==> config.mk <==
export PLATFORM = sky130hd
export DESIGN_NAME = alkmdseq
export DESIGN_NICKNAME = d
export VERILOG_FILES = /design/src/rtl/alkmdseq.sv
export SDC_FILE = /design/constraint.sdc
export NUM_CORES = 1
export LEC_CHECK = 0
export CAP_MARGIN = 20
export CORE_MARGIN = 5
export CORE_UTILIZATION = 25
export CTS_BUF_LIST = sky130_fd_sc_hd__clkbuf_8
export DETAILED_ROUTE_END_ITERATION = 7
export PLACE_DENSITY = 0.55
export SLEW_MARGIN = 5
export SYNTH_ARGS = -nofsm -noshare
export SYNTH_HDL_FRONTEND = slang
export SYNTH_SLANG_ARGS = --single-unit
==> constraint.sdc <==
create_clock -name clk -period 2.5 [get_ports clk]
set_input_delay 0.5 -clock clk [delete_from_list [all_inputs] [get_ports clk]]
set_output_delay 0.5 -clock clk [all_outputs]
set_load 0.005 [all_outputs]
==> src/rtl/alkmdseq.sv <==
// Multiply/divide step sequencer for the DC615 ALK: counts 1-32 loop steps and
// drives the loop flag, ALPCTL mul/div group controls and the divide fixup request.
module alkmdseq (
    input  logic       clk,
    input  logic       reset_l,
    input  logic       mul_start_h,
    input  logic       div_start_h,
    input  logic [4:0] step_cnt_h,
    input  logic       stall_h,
    input  logic       abort_h,
    input  logic       c32_in_h,
    output logic       loopf_h,
    output logic       alpctl_mul_l,
    output logic       alpctl_mul_group_h,
    output logic       busy_h,
    output logic       fixup_h,
    output logic       done_h,
    output logic [4:0] remaining_h
);

    typedef enum logic [2:0] {
        IDLE,
        MUL,
        DIV,
        FIX,
        DONE
    } state_e;

    state_e     state_q, state_d;
    logic [4:0] cnt_q, cnt_d;

    // Abort outranks stall; the counter is left alone on abort so software can inspect it.
    always_comb begin
        state_d = state_q;
        cnt_d   = cnt_q;
        if (abort_h) begin
            state_d = IDLE;
        end else if (!stall_h) begin
            case (state_q)
                IDLE: begin
                    if (mul_start_h) begin
                        state_d = MUL;
                        cnt_d   = step_cnt_h;
                    end else if (div_start_h) begin
                        state_d = DIV;
                        cnt_d   = step_cnt_h;
                    end
                end
                MUL: begin
                    if (cnt_q != 5'd0) begin
                        cnt_d = cnt_q - 5'd1;
                    end else begin
                        state_d = DONE;
                    end
                end
                DIV: begin
                    if (cnt_q != 5'd0) begin
                        cnt_d = cnt_q - 5'd1;
                    end else if (c32_in_h) begin
                        state_d = DONE;
                    end else begin
                        state_d = FIX;
                    end
                end
                FIX:     state_d = DONE;
                DONE:    state_d = IDLE;
                default: state_d = IDLE;
            endcase
        end
    end

    // Outputs are registered alongside the state so they are glitch-free Moore decodes.
    always_ff @(posedge clk or negedge reset_l) begin
        if (!reset_l) begin
            state_q            <= IDLE;
            cnt_q              <= 5'd0;
            loopf_h            <= 1'b0;
            alpctl_mul_l       <= 1'b1;
            alpctl_mul_group_h <= 1'b0;
            busy_h             <= 1'b0;
            fixup_h            <= 1'b0;
            done_h             <= 1'b0;
            remaining_h        <= 5'd0;
        end else begin
            state_q            <= state_d;
            cnt_q              <= cnt_d;
            loopf_h            <= (state_d == MUL) && (cnt_d != 5'd0);
            alpctl_mul_l       <= (state_d != MUL);
            alpctl_mul_group_h <= (state_d == DIV) || (state_d == FIX);
            busy_h             <= (state_d != IDLE);
            fixup_h            <= (state_d == FIX);
            done_h             <= (state_d == DONE);
            remaining_h        <= cnt_d;
        end
    end

endmodule

==> results.md <==
- Crit-path cells: inv_1 -> ha_1 -> nor4b_2 -> o21ai_0 -> a211o_1 -> and3_1 -> and2_1
- CP max FO: 7
- Post-synth top area cell: dfrtp_1
- CTS sink count: 14
- Slew Limit Fails: 0
- Die extent in x: 71.7 um
- Total Wirelength: 2460 um
- Leakage: 0.507 nW
- Final hold violations: 0
- CORE AREA: 0.00366 sq mm
- Sequential cell area: 352 sq um
- Min Tclk post-route: 2200 ps
- Skew final: 2.46 ps
- Setup TNS: 0 ps
- HPWL after DPL: 1910 um
- PnR worst setup slack: 296 ps
- Post-synthesis async set-or-reset flop share: 100%
- Syn_nets: 107
- Area grow syn2layout: 34.3%
- Effective utilization at floorplan: 26.0%
- Clock Latency Late Sink: 240 ps
- Largest net degree at the start of global routing: 16
- GP Congestion: 0.801
- # H-tree levels: 1
- Crit path capture type: register
- Max-cap violations: 0
- CTS buffer count: 3
- YS warnings: 0
- CTS Root Cell: clkbuf_8
- Max layer used: met4
- RSZ-0062 raised after global routing: no
- Least-Margin Pin Slew: 644 ps
- Worst hold path type: reg2reg
- Layout fillers: 383
- Main flop type after synthesis: dfrtp_1
- Drt drc: 0
- Vias per cell: 5.02
- DR WL met2: 1170 um
- Fin area: 0.00128 sq mm
- Initial antenna violation count: 0
- Top-area cell type share of the netlist area: 34.2%
- Mapped cell area: 951 sq um
- Sequential area share after synthesis: 37.0%
- Crit share post-route: 88.2%
- CP max-delay cell: dfrtp_1
- Worst Path Required: 2630 ps
- Layout cell share with drive strength beyond 1: 18.3%
- Clock transition at path regs: 60 ps
- Wl on met1: 1140 um
- IO Pins: 23
- Tot GR Track Use: 9.82%
- Routed wl met3: 133 um
- First-pass DRT Iterations: 4
- Setup CP Type: reg2reg
- Chip Height: 71.7 um
- CTS-repair resized insts: 0
- First-pass GRT wire length: 4040 um
- Postcts setup bufs: 0
- Netlist cell types: 48
- IO Port Bufs: 22
- Vias in the first global route: 824
- Clock buffer depth: 2
- Wirelength per Cell: 14.6 um
- Multi-input gate area: 523 sq um
- Fmax: 454 MHz
- Post-placement cell area: 0.00122 sq mm
- # diodes: 0
- Cts hold-fix bufs: 0
- Initial drt markers: 30
- Max transition margin: 56.9%
- Arrival time worst endpoint: 2340 ps
- Antenna-violating nets left: 0
- Synthesized area per cell: 10.1 sq um
- Post-synth EDFFs: 0
- Final setup fails: 0
- VDD IR-drop max: 0.495 mV
- NumNets Final: 134
- Via count: 844
- Post-Layout Cell Count: 168
- Total grt overflow: 0
- Area contributors post-synth: dfrtp_1, a211o_1, buf_6
- DP Cell Count: 164
- Die Area: 0.00514 sq mm
- Num rows: 22
- Pwr Density: 654 mW/mm^2
- CTS tree: done
- CP startpoint kind: register
- Cells after synthesis: 94
- Outcome: finished clean
- Yosys reg bits: 14
- CP peak stage delay: 440 ps
- Setup Slack @ Placement: 165 ps
[per-stage QoR]
stage	hold slack, ps	utilization, %	power (mW)
6_report	606	34.9	0.836
2_1_floorplan	204	-	0.486
5_1_grt	671	34.9	0.887
3_5_place_dp	589	33.4	0.619
3_3_place_gp	586	33.4	0.617
4_1_cts	605	34.9	0.840
[path summary, 6_finish.rpt]
| check | startpoint | end | slack, ps | depth (start not counted) |
|---|---|---|---|---|
| worst max-delay path | cnt_q[0] | fixup_h | 300 | 7 |
| worst min-delay path | cnt_q[1] | cnt_q[1] | 610 | 1 |
| worst max register to register | cnt_q[0] | fixup_h | 300 | 7 |
| worst min register to register | cnt_q[1] | cnt_q[1] | 610 | 1 |
| max in group asynchronous | reset_l | alpctl_mul_group_h | 1430 | 1 |
| min in group asynchronous | reset_l | loopf_h | 660 | 1 |
[sequential cells by signal, summed over array words and instances, names as in the netlist]
signal,flops
alpctl_mul_group_h,1
alpctl_mul_l,1
busy_h,1
cnt_q,5
done_h,1
fixup_h,1
loopf_h,1
state_q,3
[Yosys cell counts (2+ instances only)]
library cell,instances
a211o_1,4
a21oi_1,4
a22o_1,2
and2_1,2
buf_6,3
dfrtp_1,13
inv_1,8
nand2_1,5
nand2b_1,2
nand3_1,3
nor2_1,5
nor4b_1,3
o21ai_0,5
[worst max-delay path: cells and delay by family, from the launching register on]
| family | cells | cell delay, ps |
|---|---|---|
| simple gates | 3 | 750 |
| compound gates | 2 | 560 |
| buf+inv | 1 | 90 |
| fa+ha+maj | 1 | 260 |
| flops | 1 | 440 |
[report_power, final]
group	total (mW)	leakage [nW]	switching, mW	internal, mW
combinational	0.289	0.300	0.124	0.165
sequential	0.328	0.178	0.0663	0.261
clock	0.220	0.0288	0.0804	0.139
[cells by family (layout without fill, tap and decap cells)]
| logic type | after synthesis | count (layout) | share of synthesized area, % |
|---|---|---|---|
| AOI/OAI and AO/OA | 28 | 28 | 25.4 |
| DFF | 14 | 14 | 37.0 |
| and+or+nand+nor | 36 | 36 | 25.7 |
| adders and majority gates | 1 | 1 | 1.32 |
| buffers and inverters | 13 | 39 | 8.03 |
| xor gates and xnor gates | 2 | 2 | 2.63 |
[layout by cell type (no fill, tap or decap), types with 2 or more instances in the layout]
master	n
nand3_1	3
dfrtp_1	13
nor4b_1	3
and2_1	2
nand2_1	5
nand2b_1	2
a211o_1	4
clkbuf_8	4
nor2_1	5
a22o_1	2
a21oi_1	4
inv_1	8
buf_4	5
o21ai_0	5
clkdlybuf4s50_1	22
[final cells by class]
class	instances	share of cell area (%)
clock buffer	4	4.31
timing repair buffer	27	20.2
multi-input combinational	67	40.9
tap	48	4.70
inverter	8	2.35
sequential	14	27.5
[metal layers]
metal  track usage (%)  up-vias
met3              3.93        2
met5                 0        -
met1              12.2      417
li1                  -      403
met4              1.88        0
met2              16.1       22
(Power assumes the default switching activity.)
